### src/rtl/i2c_bit_driver.sv
// i2c_bit_driver
//   Bit-level I2C drive stage. Executes one bus primitive per accepted
//   command (START, STOP, WRITE bit, READ bit) as four quarter-bit phases
//   A..D, driving open-drain enables for SCL/SDA. Uses the already
//   synchronized/debounced bus levels for clock stretching, read data and
//   arbitration-loss detection.
//
// Parameters
//   QUARTER  fastClock cycles per quarter bit period (2..65535)
//   CW       phase-counter width, at least clog2(QUARTER)
//
// Ports
//   fastClock  in   sole clock, rising edge
//   reset      in   asynchronous, active-high
//   cmdValid   in   command request
//   cmdReady   out  command can be accepted (~busy)
//   cmd        in   00 START, 01 STOP, 10 WRITE, 11 READ
//   txBit      in   data bit for WRITE
//   sclIn      in   synchronized SCL level
//   sdaIn      in   synchronized SDA level
//   sclOe      out  1 = pull SCL low
//   sdaOe      out  1 = pull SDA low
//   busy       out  command in progress
//   done       out  one-cycle completion pulse
//   rxBit      out  SDA level sampled in the current/last READ or WRITE
//   arbLost    out  one-cycle pulse with done when arbitration was lost
module i2c_bit_driver #(
  parameter int QUARTER = 125,
  parameter int CW      = 16
) (
  input  logic       fastClock,
  input  logic       reset,
  input  logic       cmdValid,
  output logic       cmdReady,
  input  logic [1:0] cmd,
  input  logic       txBit,
  input  logic       sclIn,
  input  logic       sdaIn,
  output logic       sclOe,
  output logic       sdaOe,
  output logic       busy,
  output logic       done,
  output logic       rxBit,
  output logic       arbLost
);

  typedef enum logic [2:0] {
    IDLE,
    PHASE_A,
    PHASE_B,
    PHASE_C,
    PHASE_D
  } phaseT;

  typedef enum logic [1:0] {
    CMD_START = 2'b00,
    CMD_STOP  = 2'b01,
    CMD_WRITE = 2'b10,
    CMD_READ  = 2'b11
  } cmdT;

  localparam logic [CW-1:0] LAST = CW'(QUARTER - 1);

  phaseT         state, stateN;
  logic [CW-1:0] cnt, cntN;
  cmdT           cmdQ, cmdN;
  logic          txQ, txN;
  logic          sclN, sdaN;
  logic          doneN, arbN, rxN;
  logic          flag, flagN;

  // {sclOe, sdaOe} for a given command, inverted data bit and phase.
  function automatic logic [1:0] drivePair(input cmdT c, input logic d,
                                           input phaseT p);
    logic [1:0] r;
    r = '0;
    unique case (c)
      CMD_START: r = (p == PHASE_D) ? 2'b11 : (p == PHASE_C) ? 2'b01 : 2'b00;
      CMD_STOP:  r = (p == PHASE_A) ? 2'b11 : (p == PHASE_D) ? 2'b00 : 2'b01;
      CMD_WRITE: r = {(p == PHASE_A) || (p == PHASE_D), d};
      CMD_READ:  r = {(p == PHASE_A) || (p == PHASE_D), 1'b0};
    endcase
    return r;
  endfunction

  assign busy     = (state != IDLE);
  assign cmdReady = ~busy;

  always_comb begin
    stateN = state;
    cntN   = cnt;
    cmdN   = cmdQ;
    txN    = txQ;
    sclN   = sclOe;
    sdaN   = sdaOe;
    doneN  = 1'b0;
    arbN   = 1'b0;
    rxN    = rxBit;
    flagN  = flag;
    unique case (state)
      IDLE: begin
        if (cmdValid && cmdReady) begin
          cmdN         = cmdT'(cmd);
          txN          = txBit;
          flagN        = 1'b0;
          stateN       = PHASE_A;
          cntN         = '0;
          {sclN, sdaN} = drivePair(cmdT'(cmd), ~txBit, PHASE_A);
        end
      end
      PHASE_A: begin
        if (cnt == LAST) begin
          stateN       = PHASE_B;
          cntN         = '0;
          {sclN, sdaN} = drivePair(cmdQ, ~txQ, PHASE_B);
        end else begin
          cntN = cnt + CW'(1);
        end
      end
      PHASE_B: begin
        // A slave holding SCL low freezes the count, so the high time of
        // SCL is always a full quarter regardless of stretch length.
        if (sclIn) begin
          if (cnt == LAST) begin
            if (cmdQ == CMD_READ || cmdQ == CMD_WRITE) begin
              rxN = sdaIn;
            end
            if (cmdQ == CMD_WRITE && txQ && !sdaIn) begin
              flagN = 1'b1;
            end
            stateN       = PHASE_C;
            cntN         = '0;
            {sclN, sdaN} = drivePair(cmdQ, ~txQ, PHASE_C);
          end else begin
            cntN = cnt + CW'(1);
          end
        end
      end
      PHASE_C: begin
        if (cnt == LAST) begin
          stateN       = PHASE_D;
          cntN         = '0;
          {sclN, sdaN} = drivePair(cmdQ, ~txQ, PHASE_D);
        end else begin
          cntN = cnt + CW'(1);
        end
      end
      PHASE_D: begin
        // Bus enables keep their phase D values while idle.
        if (cnt == LAST) begin
          stateN = IDLE;
          cntN   = '0;
          doneN  = 1'b1;
          arbN   = flag;
        end else begin
          cntN = cnt + CW'(1);
        end
      end
      default: stateN = IDLE;
    endcase
  end

  always_ff @(posedge fastClock or posedge reset) begin
    if (reset) begin
      state   <= IDLE;
      cnt     <= '0;
      cmdQ    <= CMD_START;
      txQ     <= 1'b0;
      sclOe   <= 1'b0;
      sdaOe   <= 1'b0;
      done    <= 1'b0;
      rxBit   <= 1'b0;
      arbLost <= 1'b0;
      flag    <= 1'b0;
    end else begin
      state   <= stateN;
      cnt     <= cntN;
      cmdQ    <= cmdN;
      txQ     <= txN;
      sclOe   <= sclN;
      sdaOe   <= sdaN;
      done    <= doneN;
      rxBit   <= rxN;
      arbLost <= arbN;
      flag    <= flagN;
    end
  end

endmodule

### config.mk
export PLATFORM = sky130hd
export DESIGN_NAME = i2c_bit_driver
export DESIGN_NICKNAME = d
export VERILOG_FILES = /design/src/rtl/i2c_bit_driver.sv
export SDC_FILE = /design/constraint.sdc
export NUM_CORES = 1
export LEC_CHECK = 0
export CORE_ASPECT_RATIO = 1.5
export CORE_MARGIN = 2
export CORE_UTILIZATION = 50
export CTS_BUF_LIST = sky130_fd_sc_hd__clkbuf_4 sky130_fd_sc_hd__clkbuf_8 sky130_fd_sc_hd__clkbuf_16
export CTS_CLUSTER_SIZE = 28
export DETAILED_ROUTE_END_ITERATION = 12
export PLACE_DENSITY = 0.74
export SLEW_MARGIN = 5
export SYNTH_ARGS = -nofsm -noshare
export SYNTH_HDL_FRONTEND = slang
export SYNTH_SLANG_ARGS = --single-unit
export TNS_END_PERCENT = 1
### constraint.sdc
create_clock -name fastClock -period 2.2 [get_ports fastClock]
set_input_delay 0.44 -clock fastClock [delete_from_list [all_inputs] [get_ports fastClock]]
set_output_delay 0.44 -clock fastClock [all_outputs]
set_load 0.02 [all_outputs]
==> reports/metrics.cfg, run 1 <==
[cells_and_area]
drive_above_1_share_pct=17.0
fillCellCount=270
reg_top3=cnt: 16 flops, state: 3 flops, cmdQ: 2 flops
antennaDiodeCount=0
area_growth_pct=22.3
largest_reg_flops=16
final_nets=205
largest_register=cnt

[drt]
postRouteAntennaNets=0
drt_iter0_markers=53
remaining_drc_errors=0
routed_wl_um=3630
drt-vias-per-instance=6.22
drtPass1Iterations=4
vias=1450
wl_per_cell_um=15.6

[grt]
grt_pass1_vias=1528
grt_pass1_wl_um=6380
grt_max_degree=29
track_usage_pct=22.6
overflow=0
antenna_found_initial=0

[critical_path]
critPathMaxStageDelay_ns=0.56
r2r-start=cnt[12]
crit_buf_inv=0
path_max_fanout=5
crit_chain=or4_4 > or4_4 > or3_1 > a21oi_1
cp.arrival_ns=2.29
cp-start-kind=register
required_ns=2.40
critical_path_class=reg2reg
cp_top_family=simple AND/OR/NAND/NOR gates
slowest_stage=or4_4
cp-startpoint=cnt[12]
cp_common_cell=or4_4
critPathCaptureType=register

[floorplanning]
die_x_um=49.6
ios=15
core_area_um2=2940
rows=24
start_util_pct=53.1
dieHeight_um=72.5
die_area_um2=3600

[sta]
fin_crit_ns=2.09
fmax_mhz=479
fin_skew_ns=0.00307
tightest_slew_ns=0.578
tns_ns=0
timing.final.crit_share_pct=95.0
slew_headroom_pct=61.4
final_max_slew_viol_count=0
hold_viol_final=0
rsz0062_at_grt=false
setup_viol=0
hold_slack_ns=0.481

[synthesis]
synthMuxAreaShare_pct=5.60
ys_seq_area_share_pct=44.8
synthAdderAreaFrac_pct=1.60
synth_compound_area_share_pct=18.8
yosysWarningCount=0
synth.top_cells.by_area=dfrtp_1, a21oi_1, or4_1, mux2_2, o21ai_0
yosysTopAreaCell=dfrtp_1
synth_top_area_share_pct=44.8
synth_cell_types=37
syn_inst=169
synthXorXnorAreaFrac_pct=0.560
yosys.area_share.simple_pct=24.8
syn_area_per_cell_um2=9.25
synth-seq-cells=28
synth_top_family_by_area=simple AND/OR/NAND/NOR gates
synth_area_um2=1560
mappedNetlistNets=179

[clocking]
cts_made_buffers=3
clockRootBuffer=clkbuf_8
cts.clk_slew.worst_paths_ns=0.10
ctsLongestPathBuffers=2
tritoncts=built
cts_sinks=28
clock_latency_ns=0.27
h-tree-depth=1
cts_hold_buffers=0

[place]
routabilityCongestion=0.830
hpwl_um=2790
io_buffers=14

[worst_hold_path]
hold_class=reg2reg
worstHoldStart=flag

[outcome]
status=complete, no violations

[pwr]
power.leakage_nw=0.818
p_per_area_nw_per_um2=705
vdd_drop_max_mv=0.464

[flow_run]
max_cap_viol_count=0

-- layout by cell type (no fill, tap or decap), types with 4 or more instances in the layout --
cell type,n
mux2_2,6
o21ai_0,11
inv_1,7
nand2_1,12
clkdlybuf4s50_1,12
nand4_1,5
a21oi_1,20
or4_1,8
buf_4,15
and3_1,4
or3_1,5
nor2_1,7
dfrtp_1,26
o31ai_1,6
nand3_1,8
-- metrics by stage --
step / cells / worst slack (ns) / instance area, um2 / total power [mW] / util, %
4_1_cts: 233 / 0.00582 / 1900 / 1.36 / 64.7
5_1_grt: 233 / 0.0526 / 1910 / 1.43 / 64.9
3_3_place_gp: 229 / 0.109 / 1830 / 0.938 / 62.2
2_1_floorplan: 169 / 0.131 / 1560 / 0.837 / -
3_5_place_dp: 229 / 0.0580 / 1830 / 0.954 / 62.2
6_report: 233 / 0.111 / 1910 / 1.35 / 64.9
-- path summary, 6_finish.rpt --
kind                            end  depth (start not counted)  slack (ns)
min                            flag                          2        0.48
max                        state[1]                          4        0.11
max in group asynchronous  state[0]                          3        1.39
min reg2reg                    flag                          2        0.48
max reg2reg                state[1]                          4        0.11
min in group asynchronous    cnt[4]                          3        0.52
-- repair_timing --
action,in CTS,in global routing
cloned,0,0
setup buffers,0,0
endpoints found under the hold margin,0,0
setup endpoints to repair,2,4
gates resized for setup,2,3
-- kinds of logic (layout without fill, tap and decap cells) --
kind of cell / count (synthesis) / in the layout
AOI/OAI and AO/OA: 50 / 50
and+or+nand+nor: 65 / 65
adders and majority gates: 2 / 2
muxes: 8 / 8
DFF: 28 / 28
xor gates and xnor gates: 1 / 1
buffers and inverters: 15 / 40
-- power breakdown --
| part | total (mW) | internal, mW | switching (mW) |
|---|---|---|---|
| Combinational | 0.276 | 0.130 | 0.146 |
| Clock | 0.408 | 0.244 | 0.164 |
| Sequential | 0.664 | 0.581 | 0.0827 |
| Total | 1.35 | 0.955 | 0.393 |
-- worst min-delay path: cells and delay by family (launching register included) --
family,cells,cell delay [ns]
DFF,1,0.35
AOI/OAI and AO/OA,1,0.06
and+or+nand+nor,1,0.04
-- synth_stat cells --
master    instances
nand4b_1          1
dfrtp_1          28
inv_1             7
buf_2             2
and2_1            3
nor4_2            1
o32ai_1           2
and4_1            2
o21ai_1           2
and3_1            4
o21ai_0          11
ha_1              2
a21boi_1          1
or4_1             9
or4b_2            1
o21a_1            2
nand3_1           8
nor2_1            7
nand3b_1          1
mux2_2            6
clkbuf_1          6
xor2_1            1
or3b_2            2
nand4_1           5
a21o_1            1
o221ai_1          1
or4_4             1
nor3_1            2
nor3b_1           1
or3_1             5
a31oi_1           2
o22ai_1           1
nand2_1          12
a32oi_1           1
o31ai_1           6
mux2i_1           2
a21oi_1          20
-- per-layer routing --
layer	track usage, %	share of wire (%)	up-vias
met3	3.09	4.0	17
li1	-	-	688
met5	0	0	-
met2	45.2	57	40
met1	21.4	35	705
met4	12.3	3.6	0
-- layout make-up --
type / instances / area [um2] / area share [%]
inverter: 7 / 26.3 / 1.38
sequential: 28 / 703 / 36.8
clock buffer: 3 / 41.3 / 2.16
timing repair buffer: 29 / 254 / 13.3
tap: 39 / 48.8 / 2.55
multi-input combinational: 126 / 807 / 42.2
clock inverter: 1 / 30.0 / 1.57
(Power assumes the default switching activity.)
==> run 2: changes to the inputs <==
--- a/config.mk
+++ b/config.mk
@@ -8,7 +8,6 @@
 export CORE_ASPECT_RATIO = 1.5
 export CORE_MARGIN = 2
 export CORE_UTILIZATION = 50
-export CTS_BUF_LIST = sky130_fd_sc_hd__clkbuf_4 sky130_fd_sc_hd__clkbuf_8 sky130_fd_sc_hd__clkbuf_16
 export CTS_CLUSTER_SIZE = 28
 export DETAILED_ROUTE_END_ITERATION = 12
 export PLACE_DENSITY = 0.74
==> results of run 2 <==
No change in the layout: final DEF, timing and power equal those of run 1.
==> run 3: changes to the inputs <==
--- a/config.mk
+++ b/config.mk
@@ -5,12 +5,13 @@
 export SDC_FILE = /design/constraint.sdc
 export NUM_CORES = 1
 export LEC_CHECK = 0
+export ABC_AREA = 1
 export CORE_ASPECT_RATIO = 1.5
 export CORE_MARGIN = 2
 export CORE_UTILIZATION = 50
 export CTS_CLUSTER_SIZE = 28
 export DETAILED_ROUTE_END_ITERATION = 12
-export PLACE_DENSITY = 0.74
+export PLACE_DENSITY = 0.73
 export SLEW_MARGIN = 5
 export SYNTH_ARGS = -nofsm -noshare
 export SYNTH_HDL_FRONTEND = slang
==> run 3 against run 2 <==
  * Flip-flop and latch count unchanged
  * Clock-buffer cell count unchanged
  * Via count increased by 24%
  * Non-clock buffer count decreased by 13
  * Sequential share of layout area decreased by 2.8 points
  * Critical endpoint is now busy
  * Largest power group unchanged
==> reports/metrics.cfg, run 3 <==
[cells_and_area]
final_cell_mix=nand2_1, nor2_1, inv_1
reg_top3=cnt: 16 flops, state: 3 flops, cmdQ: 2 flops
area_growth_pct=10.6
final-seq-area_um2=701
drive_above_1_share_pct=6.51
layout_commonest_cell=nand2_1
largest_reg_flops=16
fillCellCount=366
largest_register=cnt
antennaDiodeCount=0
multi_input_area_um2=973
final_nets=304

[pwr]
power.leakage_nw=1.06
p_total_mw=0.820
vdd_drop_max_mv=0.347
p_per_area_nw_per_um2=398

[drt]
wl_per_cell_um=12.8
drtPass1Iterations=4
drt-vias-per-instance=5.36
postRouteAntennaNets=0
drt_iter0_markers=39
routed_wl_um=4300
remaining_drc_errors=0
vias=1794

[synthesis]
syn_inst=279
ys.flop_type=dfrtp_1
synth-seq-cells=28
synth_area_um2=1860
yosysMostFrequentCell=nand2_1
yosys-top-cells-count=nand2_1, nor2_1, inv_1, dfrtp_1, nand3_1
synth_top_area_share_pct=37.6
synth.top_cells.by_area=dfrtp_1, nand2_1, nor2_1, nand3_1, inv_1
synth_cell_types=25
ys_seq_area_share_pct=37.6
syn_area_per_cell_um2=6.68
mappedNetlistNets=289
yosysTopAreaCell=dfrtp_1
async_flop_share_pct=100
yosysWarningCount=0
synth_edf_count=0

[floorplanning]
die_x_um=53.8
die_area_um2=4240
ios=15
core_area_um2=3610
rows=27
start_util_pct=51.5
dieHeight_um=78.8

[grt]
antenna_found_initial=0
grt_max_degree=29
grt_pass1_vias=1819
overflow=0
grt_pass1_wl_um=7650
track_usage_pct=24.3

[critical_path]
cp.arrival_ns=1.35
critPathCaptureType=output pin
required_ns=1.76
r2r_slack_ns=0.56
slowest_stage=dfrtp_1
crit_buf_inv=3
path_max_fanout=8
timing.rr.end=cnt[0]
critPathMaxStageDelay_ns=0.48
critical_path_class=reg2out
r2r-start=state[1]
cp_top_family=flip-flops
reg2reg_depth=8
cp-start-kind=register
crit_chain=inv_2 > nand2_2 > nor2_1 > inv_1 > dlymetal6s2s_1

[sta]
timing.final.crit_share_pct=81.4
fin_skew_ns=0.00253
worst_slack_ns=0.409
fin_crit_ns=1.79
tns_ns=0
tightest_slew_ns=0.369
final_max_slew_viol_count=0
slew_headroom_pct=75.4
rsz0062_at_grt=false
hold_viol_final=0
setup_viol=0
fmax_mhz=558

[clocking]
clockRootBuffer=clkbuf_8
cts_sinks=28
h-tree-depth=1
ctsLongestPathBuffers=2
cts.clk_slew.worst_paths_ns=0.09
clock_latency_ns=0.27
tritoncts=built
cts_setup_buffers=0
cts_resized=0
cts_made_buffers=3
cts_hold_buffers=0

[worst_hold_path]
holdPathEnd=sclOe
hold_class=reg2reg
hold_depth=2
worstHoldStart=sclOe

[place]
hpwl_um=3230
io_buffers=14
routabilityCongestion=0.863
dp_slack_ns=0.350

[flow_run]
max_cap_viol_count=0

[outcome]
status=complete, no violations

[run 3: cell count changes after synthesis, sizes merged, moves of 6 or more]
cell,previous run,this run
o31ai,6,0
inv,7,35
clkbuf,6,0
nand3,8,28
nand2,12,98
nor2,7,42
mux2,6,0
or4,10,0
a21oi,20,7
nand4,5,13
[run 3: metrics by stage]
stage               utilization [%]  instance area, um2  cells  hold slack, ns
global placement               55.7                2010    332           0.458
floorplan                         -                1860    279           0.441
CTS                            56.9                2060    335           0.490
detailed placement             55.7                2010    332           0.466
global route                   57.0                2060    335           0.523
finish                         57.0                2060    335           0.488
[run 3: how the worst max path moves through the flow]
stage | start | endpoint | slack [ns] | depth (start not counted)
after global placement | state[1] | cmdReady | 0.36 | 4
final | state[1] | busy | 0.41 | 5
after CTS | state[1] | cmdReady | 0.03 | 4
after global routing | state[1] | busy | 0.26 | 5
after floorplan | state[1] | busy | 0.60 | 5
after detailed placement | state[1] | cmdReady | 0.35 | 4
[run 3: cell families (layout without fill, tap and decap cells)]
kind of cell    count (synthesis)  after routing  synth area share, %
xor+xnor                        1              1                0.470
compound gates                 20             20                 5.91
simple gates                  187            187                 44.5
buf+inv                        41             54                 10.1
fa+ha+maj                       2              2                 1.34
flops                          28             28                 37.6
[run 3: worst reg2reg max path: stages (launching register included)]
cell     delay [ns]
dfrtp_1        0.48
nor2_1         0.29
nand3_2        0.15
nand2_2        0.11
nor2_4         0.04
inv_2          0.28
nor2_4         0.08
nand2_1        0.07
nand2_1        0.04
[run 3: layer usage]
| metal | track usage [%] | wire [um] |
|---|---|---|
| met5 | 0 | 0 |
| met3 | 2.26 | 113 |
| met4 | 14.6 | 166 |
| met2 | 42.3 | 2350 |
| met1 | 27.2 | 1670 |
[run 3: power breakdown]
group	internal, mW	total (mW)	switching, mW
Clock	0.123	0.274	0.152
Sequential	0.514	0.514	0
Combinational	0.0143	0.0311	0.0168
[run 3: cell type report]
cell class,instances,share of cell area (%)
multi-input cells,210,47.2
flip-flops and latches,28,34.0
repair buffers,16,7.77
inverters,35,6.38
well taps,43,2.61
clock buffers,3,2.00
==> variant (config.mk and constraints of run 2) <==
Change the parameter `CW` from 16 to 15.
--- a/src/rtl/i2c_bit_driver.sv
+++ b/src/rtl/i2c_bit_driver.sv
@@ -28,3 +28,3 @@
   parameter int QUARTER = 125,
-  parameter int CW      = 16
+  parameter int CW      = 15
 ) (
Behaviour: same outputs for any inputs over 10 cycles, from zero or initial values and one cycle with reset high; that may be too few to reach the edited logic, so the function may still have changed.
==> variant against run 2 <==
- sequential cell count fell by 1
- synthesized area rose by 1.1%
- register-to-register slack improved by 0.09 ns
- non-clock buffer count fell by 9
- design area fell by 5.2%
- count of clock-buffer cells in the layout rose by 1
- routed wire length fell by 1.2%
- utilization fell by 6.4 points
- clock skew barely moved
- setup slack got worse by 0.0016 ns
Power is not compared: it rests on default switching activity, and its combinational part moved more than twofold at a synthesized area within 25%.
==> variant: results (changes against run 2) <==
| Metric | Value |
|---|---|
| Status | `finished clean` |
| Synth cell types | `45 (+22%)` |
| Grt met2 use | `0.4074 (-0.04444)` |
| Final WS setup | `0.1092 ns (-0.001602 ns)` |
| Finished layout cell area | `1812 um2 (-5.2%)` |
| Number of global-route vias before repair | `1413 (-7.5%)` |
| Sequential Power | `0.499 mW` |
| R2R setup slack | `0.20 ns (+0.09 ns)` |
| Mapped Cells | `173 (+2.4%)` |
| Final GP Congestion | `0.8548 (+3.0%)` |
| Final nets | `199 (-2.9%)` |
| Commonest cells in the synthesized netlist | `dfrtp_1 (27), nand3_1 (17), a31oi_1 (15)` |
| Vias per inst | `6.167 (-0.91%)` |
| WL final | `3583 um (-1.2%)` |
| Reg2reg end | `sdaOe$_DFFE_PP0P_` |
| First DRT Iteration DRCs | `54 (+1.9%)` |
| Met1 GRT Util | `0.2380 (+0.02375)` |
| Crit path max-delay family | `buffers and inverters` |
| Post-DP HPWL | `2687 um (-3.6%)` |
| CTS clk-pin slew, worst paths | `0.09 ns` |
| Placed Cells | `224 (-2.2%)` |
| Cells taking the most area after synthesis | `dfrtp_1 (43%), a31oi_1 (5.9%), nand3_1 (5.4%), inv_1 (3.3%), mux2_2 (2.9%)` |
| Mux cell area share after synthesis | `0.04909 (-0.006955)` |
| WP data arrival | `1.65 ns (-0.64 ns)` |
| HP Class | `input port to asynchronous set/reset pin` |
| Syn Nets | `183 (+2.2%)` |
| Largest registers | `cnt x15, state x3, cmdQ x2` |
| Drt first pass iters | `4 (unchanged)` |
| Adder-cell share of the synthesized area | `0.01584 (-0.0001775)` |
| Critical path capture point | `cmdReady` |
| Synth Area in XOR/XNOR | `0 (-0.005604)` |
| Largest net degree at the start of global routing | `28 (-3.4%)` |
| R2r worst-path depth | `6 (+2)` |
| Cell Pwr Density | `451.6 nW/um2` |
| Fin Clk Skew | `0.002857 ns (-0.0002182 ns)` |
| Setup WS pre-CTS | `0.1820 ns (+0.1240 ns)` |
| Warnings from Yosys | `0 (unchanged)` |
| Global-route wire length before repair | `6210 um (-2.7%)` |
| Worst path max stage delay | `0.64 ns (+0.08 ns)` |
| CP startpoint | `state[1]$_DFFE_PP0P_` |
| Compound-Gate Fraction of Synth Area | `0.1869 (-0.001294)` |
| Fill cells | `252 (-6.7%)` |
| Least-Margin Pin Slew | `0.5420 ns (-0.03618 ns)` |
| Clock Latency Late Sink | `0.27 ns (about the same)` |
| Global routing usage on met3 | `0.03074 (-0.0001265)` |
| Largest fanout on the critical path | `14 (+9)` |
| Max Root-Sink Buffers | `2 (unchanged)` |
| WL/cell | `15.71 um (+0.95%)` |
| Share of cells above drive strength 1 | `0.1170 (-0.05308)` |
| Total global-route track usage | `0.2204 (-0.005951)` |
| Proportion of synthesized chip area in sequential cells | `0.4276 (-0.02081)` |
| Leakage | `0.7783 nW` |
| Largest area contributor in the netlist | `dfrtp_1` |
| Reg2reg start | `cnt[1]$_DFFE_PP0P_` |
| Slowest-stage cell, CP | `clkdlybuf4s50_1` |
[variant: area by class of cell]
type / count / share of cell area
Sequential cell: 27 / 0.3736
Timing Repair Buffer: 20 / 0.1022
Inverter: 14 / 0.02901
Clock buffer: 4 / 0.02486
Tap cell: 40 / 0.02762
Multi-Input combinational cell: 123 / 0.4427
[variant: worst min-delay path by stage]
stage / start / endpoint / slack [ns] / cells past startpoint
after floorplan: flag$_DFFE_PP0P_ / arbLost$_DFF_PP0_ / 0.45 / 1
after global placement: flag$_DFFE_PP0P_ / flag$_DFFE_PP0P_ / 0.48 / 1
after detailed placement: flag$_DFFE_PP0P_ / arbLost$_DFF_PP0_ / 0.49 / 1
after CTS: flag$_DFFE_PP0P_ / arbLost$_DFF_PP0_ / 0.51 / 1
after global routing: reset / done$_DFF_PP0_ / 0.55 / 3
final: reset / cnt[8]$_DFFE_PP0P_ / 0.51 / 3
[variant: per-layer routing]
layer	up-vias	wire length, um
li1	678	-
met1	680	1408
met2	39	1991
met3	9	97
met4	0	85
met5	-	0
[variant: worst register-to-register path, cell delays in order (launching register included)]
cell and delay (ns):
dfrtp_1 0.38, inv_1 0.08, ha_1 0.15, nor4b_1 0.27, nand4_1 0.22, a221o_2 0.47
mux2_1 0.33
[variant: timing repair]
| item | in CTS | in global routing |
|---|---|---|
| gates resized for setup | 0 | 1 |
| hold endpoints to repair | 0 | 0 |
| buffers inserted | 0 | 0 |
| setup endpoints to repair | 0 | 2 |
[variant: logic make-up after synthesis]
group	after synthesis
muxes	7
adders and majority gates	2
AOI/OAI and AO/OA	45
and+or+nand+nor	69
buffers and inverters	23
DFF	27
